## src/rtl/state_dump_unit_pkg.sv

```systemverilog
// Shared types and constants for the state dump unit: FSM encoding, word tags, output word layout.
// Latency: n/a (declarations only).
// Backpressure: n/a (declarations only).
package state_dump_unit_pkg;

    // Width of the register/memory word index counter
    localparam int IDX_W = 8;

    // out_is_mem tag values
    localparam logic DUMP_TAG_REG = 1'b0;
    localparam logic DUMP_TAG_MEM = 1'b1;

    typedef enum logic [2:0] {
        ST_IDLE    = 3'd0,
        ST_HALT    = 3'd1,
        ST_RF_RD   = 3'd2,
        ST_RF_OUT  = 3'd3,
        ST_DM_RD   = 3'd4,
        ST_DM_WAIT = 3'd5,
        ST_DM_OUT  = 3'd6,
        ST_FIN     = 3'd7
    } state_t;

    // One dumped word together with its sideband
    typedef struct packed {
        logic [31:0]      data;
        logic             is_mem;
        logic [IDX_W-1:0] index;
        logic             last;
    } out_word_t;

    // True when idx addresses the final entry of a phase holding count entries
    function automatic logic is_final(input logic [IDX_W-1:0] idx, input int count);
        return int'(idx) == (count - 1);
    endfunction

endpackage

```

## src/rtl/state_dump_unit_if.sv

```systemverilog
// Valid/ready stream carrying dumped words from the dump unit to its sink.
// Latency: n/a (wiring only).
// Backpressure: sink holds out_ready low to stall; master keeps the word stable meanwhile.
interface state_dump_unit_if;
    import state_dump_unit_pkg::*;

    logic             out_valid;
    logic             out_ready;
    logic [31:0]      out_data;
    logic             out_is_mem;
    logic [IDX_W-1:0] out_index;
    logic             out_last;

    modport master (
        output out_valid, out_data, out_is_mem, out_index, out_last,
        input  out_ready
    );

    modport slave (
        input  out_valid, out_data, out_is_mem, out_index, out_last,
        output out_ready
    );

endinterface

```

## src/rtl/dump_out_reg.sv

```systemverilog
// Holding stage for the dump output stream: captures a word on load and presents it until accepted.
// Latency: word visible on out_* the cycle after load.
// Backpressure: word and valid held unchanged while out_ready is low; valid clears on handshake.
module dump_out_reg
    import state_dump_unit_pkg::*;
(
    input  logic      clk,
    input  logic      rst,
    input  logic      load,
    input  out_word_t load_word,
    state_dump_unit_if.master out_if
);

    out_word_t word_q, word_d;
    logic      valid_q, valid_d;

    // Next holding-register contents: a handshake empties it, a load refills it
    always_comb begin
        word_d  = word_q;
        valid_d = valid_q;
        if (valid_q && out_if.out_ready) begin
            valid_d = 1'b0;
        end
        if (load) begin
            word_d  = load_word;
            valid_d = 1'b1;
        end
    end

    // Holding register, cleared by the asynchronous reset
    always_ff @(posedge clk or negedge rst) begin
        if (!rst) begin
            word_q  <= '0;
            valid_q <= 1'b0;
        end else begin
            word_q  <= word_d;
            valid_q <= valid_d;
        end
    end

    assign out_if.out_valid  = valid_q;
    assign out_if.out_data   = word_q.data;
    assign out_if.out_is_mem = word_q.is_mem;
    assign out_if.out_index  = word_q.index;
    assign out_if.out_last   = word_q.last;

endmodule

```

## src/rtl/state_dump_unit.sv

```systemverilog
// Halts the core, then streams x0..x(NUM_REGS-1) followed by MEM_BYTES of data memory.
// Latency: first word 2 cycles after halt_ack; 2 cycles per register, 3 per memory word at full rate.
// Backpressure: each word waits in the output stage until out_ready; the FSM does not advance meanwhile.
module state_dump_unit
    import state_dump_unit_pkg::*;
#(
    parameter int NUM_REGS  = 32,
    parameter int MEM_BASE  = 0,
    parameter int MEM_BYTES = 32
) (
    input  logic        clk,
    input  logic        rst,
    input  logic        start,
    output logic        busy,
    output logic        done,
    output logic        halt_req,
    input  logic        halt_ack,
    output logic [4:0]  rf_rd_addr,
    input  logic [31:0] rf_rd_data,
    output logic        dm_rd_en,
    output logic [31:0] dm_rd_addr,
    input  logic [31:0] dm_rd_data,
    state_dump_unit_if.master out_if
);

    localparam int          MEM_WORDS  = MEM_BYTES / 4;
    localparam logic [31:0] MEM_BASE_W = 32'(MEM_BASE);

    // Parameter sanity: the 8-bit index must cover every memory word
    if (NUM_REGS < 1 || NUM_REGS > 32) begin : g_bad_num_regs
        $error("state_dump_unit: NUM_REGS must be in 1..32");
    end
    if ((MEM_BYTES % 4) != 0 || (MEM_BASE % 4) != 0) begin : g_bad_align
        $error("state_dump_unit: MEM_BASE and MEM_BYTES must be multiples of 4");
    end
    if (MEM_WORDS > 256) begin : g_bad_mem_bytes
        $error("state_dump_unit: MEM_BYTES/4 must not exceed 256");
    end

    state_t           state_q, state_d;
    logic [IDX_W-1:0] idx_q, idx_d;
    logic             load;
    out_word_t        load_word;
    logic             out_hs;

    assign out_hs = out_if.out_valid & out_if.out_ready;

    // Next state, index and per-state outputs
    always_comb begin
        state_d    = state_q;
        idx_d      = idx_q;
        load       = 1'b0;
        load_word  = '0;
        rf_rd_addr = '0;
        dm_rd_en   = 1'b0;
        dm_rd_addr = '0;
        busy       = (state_q != ST_IDLE);
        done       = (state_q == ST_FIN);
        halt_req   = (state_q != ST_IDLE) && (state_q != ST_FIN);

        case (state_q)
            ST_IDLE: begin
                if (start) begin
                    idx_d   = '0;
                    state_d = ST_HALT;
                end
            end
            ST_HALT: begin
                if (halt_ack) begin
                    state_d = ST_RF_RD;
                end
            end
            ST_RF_RD: begin
                // Register file reads combinationally: capture this cycle
                rf_rd_addr       = idx_q[4:0];
                load             = 1'b1;
                load_word.data   = rf_rd_data;
                load_word.is_mem = DUMP_TAG_REG;
                load_word.index  = idx_q;
                load_word.last   = (MEM_WORDS == 0) && is_final(idx_q, NUM_REGS);
                state_d          = ST_RF_OUT;
            end
            ST_RF_OUT: begin
                if (out_hs) begin
                    if (!is_final(idx_q, NUM_REGS)) begin
                        idx_d   = idx_q + 1'b1;
                        state_d = ST_RF_RD;
                    end else begin
                        idx_d   = '0;
                        state_d = (MEM_WORDS == 0) ? ST_FIN : ST_DM_RD;
                    end
                end
            end
            ST_DM_RD: begin
                dm_rd_en   = 1'b1;
                dm_rd_addr = MEM_BASE_W + {{(32-IDX_W-2){1'b0}}, idx_q, 2'b00};
                state_d    = ST_DM_WAIT;
            end
            ST_DM_WAIT: begin
                // Memory data returns one cycle after the read strobe
                load             = 1'b1;
                load_word.data   = dm_rd_data;
                load_word.is_mem = DUMP_TAG_MEM;
                load_word.index  = idx_q;
                load_word.last   = is_final(idx_q, MEM_WORDS);
                state_d          = ST_DM_OUT;
            end
            ST_DM_OUT: begin
                if (out_hs) begin
                    if (!is_final(idx_q, MEM_WORDS)) begin
                        idx_d   = idx_q + 1'b1;
                        state_d = ST_DM_RD;
                    end else begin
                        state_d = ST_FIN;
                    end
                end
            end
            ST_FIN: begin
                state_d = ST_IDLE;
            end
            default: begin
                state_d = ST_IDLE;
            end
        endcase
    end

    // State and index registers; reset aborts any dump in progress
    always_ff @(posedge clk or negedge rst) begin
        if (!rst) begin
            state_q <= ST_IDLE;
            idx_q   <= '0;
        end else begin
            state_q <= state_d;
            idx_q   <= idx_d;
        end
    end

    dump_out_reg u_out_reg (
        .clk       (clk),
        .rst       (rst),
        .load      (load),
        .load_word (load_word),
        .out_if    (out_if)
    );

endmodule

```

## src/flat_wrapper.sv

```systemverilog
// flat-port wrapper written by rule: the top's interface ports become plain ports
module state_dump_unit_flat import state_dump_unit_pkg::*;
#(
    parameter int NUM_REGS  = 32,
    parameter int MEM_BASE  = 0,
    parameter int MEM_BYTES = 32
)
  (clk, rst, start, busy, done, halt_req, halt_ack, rf_rd_addr, rf_rd_data, dm_rd_en, dm_rd_addr, dm_rd_data, out_if_out_valid, out_if_out_data, out_if_out_is_mem, out_if_out_index, out_if_out_last, out_if_out_ready);
  state_dump_unit_if out_if_i ();
  input  logic clk;
  input  logic rst;
  input  logic start;
  output logic busy;
  output logic done;
  output logic halt_req;
  input  logic halt_ack;
  output logic [4:0] rf_rd_addr;
  input  logic [31:0] rf_rd_data;
  output logic dm_rd_en;
  output logic [31:0] dm_rd_addr;
  input  logic [31:0] dm_rd_data;
  output wire logic [$bits(out_if_i.out_valid)-1:0] out_if_out_valid;
  output wire logic [$bits(out_if_i.out_data)-1:0] out_if_out_data;
  output wire logic [$bits(out_if_i.out_is_mem)-1:0] out_if_out_is_mem;
  output wire logic [$bits(out_if_i.out_index)-1:0] out_if_out_index;
  output wire logic [$bits(out_if_i.out_last)-1:0] out_if_out_last;
  input wire logic [$bits(out_if_i.out_ready)-1:0] out_if_out_ready;
  assign out_if_out_valid = out_if_i.out_valid;
  assign out_if_out_data = out_if_i.out_data;
  assign out_if_out_is_mem = out_if_i.out_is_mem;
  assign out_if_out_index = out_if_i.out_index;
  assign out_if_out_last = out_if_i.out_last;
  assign out_if_i.out_ready = out_if_out_ready;
  state_dump_unit #(.NUM_REGS(NUM_REGS), .MEM_BASE(MEM_BASE), .MEM_BYTES(MEM_BYTES)) u_core (.clk(clk), .rst(rst), .start(start), .busy(busy), .done(done), .halt_req(halt_req), .halt_ack(halt_ack), .rf_rd_addr(rf_rd_addr), .rf_rd_data(rf_rd_data), .dm_rd_en(dm_rd_en), .dm_rd_addr(dm_rd_addr), .dm_rd_data(dm_rd_data), .out_if(out_if_i));
endmodule
```

## config.mk

```make
export PLATFORM = sky130hd
export DESIGN_NAME = state_dump_unit_flat
export DESIGN_NICKNAME = d
export VERILOG_FILES = /design/src/rtl/state_dump_unit_pkg.sv /design/src/rtl/state_dump_unit_if.sv /design/src/rtl/dump_out_reg.sv /design/src/rtl/state_dump_unit.sv /design/src/flat_wrapper.sv
export SDC_FILE = /design/constraint.sdc
export NUM_CORES = 1
export LEC_CHECK = 0
export CAP_MARGIN = 20
export CELL_PAD_IN_SITES_DETAIL_PLACEMENT = 1
export CELL_PAD_IN_SITES_GLOBAL_PLACEMENT = 1
export CORE_ASPECT_RATIO = 1.75
export CORE_MARGIN = 2
export CORE_UTILIZATION = 30
export CTS_CLUSTER_SIZE = 24
export DETAILED_ROUTE_END_ITERATION = 6
export GPL_TIMING_DRIVEN = 0
export PLACE_DENSITY_LB_ADDON = 0.3
export SLEW_MARGIN = 20
export SYNTH_ARGS = -nofsm -noshare
export SYNTH_HDL_FRONTEND = slang
export SYNTH_SLANG_ARGS = --single-unit
```

## constraint.sdc

```tcl
create_clock -name clk -period 4.29 [get_ports clk]
set_input_delay 0.6435 -clock clk [delete_from_list [all_inputs] [get_ports clk]]
set_output_delay 0.6435 -clock clk [all_outputs]
set_load 0.01 [all_outputs]
```

==> results.cfg <==
[floorplan]
core-area_mm2 = 0.009350
dieArea_mm2 = 0.01036
start_util = 0.3058
io_pins = 153
num_rows = 47
fp.dieW_um = 77.80
die_h_um = 133.1

[logic_synthesis]
synth-compound-area-share = 0.1799
postSynthCellCount = 290
synth_xor_area_frac = 0.005689
synth_warnings = 0
ys.flop_type = dfrtp_1
synthMuxAreaShare = 0.03107
synth-seq-area-share = 0.4726
syn_avg_cell_area_um2 = 9.859
synth_seq_cells = 54
synth-simple-area-share = 0.2031
synth_edf_count = 0
synth_top_family_by_area = simple AND/OR/NAND/NOR gates
synthArstFlopShare = 1.000
synth_area_mm2 = 0.002859
yosys.area_share.adder = 0.004376
synth.distinct_cells = 55

[finish]
drive_above_1_share = 0.1384
num_antenna_cells = 0
finalNonFillerCells = 570
layout.cells.most_common = clkdlybuf4s50_1
fillCellCount = 1046
fin_nets = 518
area_growth_pct = 57.81
mostFrequentLayoutCells = clkdlybuf4s50_1, nand2_1, dfrtp_1
fin_util = 0.4825

[sta]
timing.final.crit_share = 0.7192
rsz0062_at_grt = false
setup_viol = 0
whs_ns = 0.3927
fin_crit_ns = 3.085
worst_pin_slew_ns = 0.6960
hold_violations = 0
clock-skew-final_ns = 0.002871
worst_slew_margin_rel = 0.5360
drv_slew = 0
max_freq_mhz = 324.1
tns_ns = 0

[routing]
wl_met3_um = 485
routed.top_layer = met4
drc = 0
drt-initial-drc-count = 93
wirelength_um = 9143
routed_via_density = 4.726
wl_met1_um = 3465
route.vias.total = 2694
drt-wirelength-per-cell_um = 16.04
route.met2.wl_um = 4970
first_pass_iters = 4
detail-route-antenna-nets = 0

[clocking]
post_cts_resize_count = 0
path_clk_slew_ns = 0.06
cts_max_level = 2
clk_latency_ns = 0.29
post_cts_buffers = 0
cts.sinks = 54
cts_buffers = 5
cts_tree = done
cts_buffer_depth = 2
holdBufCountCts = 0
cts_root_buffer = clkbuf_16

[worst_setup_path]
cp_max_fo = 10
r2r_cells = 6
crit_type = reg2out
timing.rr.end = u_core.idx_q[5]
worstPathArrival_ns = 2.44
endpoint_kind = output port
cp.required_ns = 3.65
startpoint_type = flip-flop
rrSetupSlack_ns = 2.27
r2r-start = u_core.idx_q[0]

[global_routing]
grt_max_degree = 55
grt.total_usage = 0.1796
grt_pass1_wl_um = 14700
grt_remaining_overflow = 0
antenna_found_initial = 0
grt_pass1_vias = 2838

[placed_design]
io_buffers = 128
hpwl_um = 7281
post-place-cells = 563
gp_congestion = 0.7614

[power_and_ir_drop]
peakVddDrop_mv = 0.2171
p_leak_nw = 2.038
pwr_density_cell_mw_per_mm2 = 509.0

[job]
max-cap-violations = 0

[run_status]
status = complete, no violations

[hold_path]
hold_path_class = in2async
report_power, final:
part           total [W]  internal, W  switching, W
Clock           0.000384     0.000211      0.000173
Combinational    0.00110     0.000576      0.000527
Sequential      0.000809     0.000696      0.000113
Total            0.00230      0.00148      0.000814
metal layers:
layer  vias to the layer above  track usage
met5                         -            0
met4                         0      0.07044
met3                        12      0.03320
met2                        95       0.3309
met1                      1305       0.1996
li1                       1282            -
worst max-delay path by stage:
stage,startpoint,endpoint,slack [ns],depth (start not counted)
floorplan,u_core.state_q[2],dm_rd_addr[2],2.30,4
global placement,rst,u_core.u_out_reg.out_if.out_valid,0.87,1
detailed placement,u_core.state_q[2],rf_rd_addr[4],1.51,5
CTS,u_core.state_q[2],rf_rd_addr[4],1.19,5
global route,u_core.state_q[2],rf_rd_addr[4],1.09,5
finish,u_core.state_q[2],dm_rd_addr[6],1.20,5
layout make-up:
type | instances | area (um2) | share of cell area
plain buffers | 40 | 269.0 | 0.05962
clock buffers | 5 | 125.1 | 0.02773
clock inverters | 2 | 10.01 | 0.002219
inverters | 6 | 22.52 | 0.004992
multi-input cells | 213 | 1303 | 0.2887
flip-flops and latches | 54 | 1351 | 0.2995
well taps | 122 | 152.6 | 0.03383
repair buffers | 128 | 1279 | 0.2834
state kept, by name, indices dropped and copies added, names as in the netlist:
register,flops
u_core.u_out_reg.out_if.out_is_mem,1
u_core.idx_q,8
u_core.u_out_reg.out_if.out_data,32
u_core.u_out_reg.out_if.out_valid,1
u_core.u_out_reg.out_if.out_last,1
u_core.u_out_reg.out_if.out_index,8
u_core.state_q,3
synth_stat cells, types with 3 or more instances:
library cell | count | area share
inv_1 | 6 | 0.0079
clkbuf_1 | 5 | 0.0066
mux2_2 | 6 | 0.024
buf_4 | 25 | 0.066
nor2_1 | 6 | 0.0079
a32o_1 | 3 | 0.011
buf_2 | 8 | 0.014
dfrtp_1 | 54 | 0.47
and2_1 | 13 | 0.028
a22oi_1 | 32 | 0.084
o2bb2ai_1 | 4 | 0.012
nand2_1 | 70 | 0.092
o21ai_0 | 6 | 0.011
through the flow:
stage / instance area, um2 / power [W] / setup WS, ns
2_1_floorplan: 2945 / 0.001349 / 2.300
3_3_place_gp: 4379 / 0.001898 / 0.8707
3_5_place_dp: 4377 / 0.001940 / 1.506
4_1_cts: 4512 / 0.002333 / 1.187
5_1_grt: 4512 / 0.002457 / 1.091
6_report: 4512 / 0.002297 / 1.205
cell families (layout without fill, tap and decap cells):
group,Yosys count,in the layout
mux,8,8
compound gates,64,64
other cells,1,24
xor+xnor,1,1
fa+ha+maj,1,1
flops,54,54
buf+inv,46,181
simple gates,115,115
worst max-delay path: stages, from the launching register on:
cell	delay (ns)
dfrtp_1	0.45
buf_6	0.18
or2b_1	0.27
nor2_1	0.47
and2_1	0.21
clkdlybuf4s50_1	0.57
(Power assumes the default switching activity.)
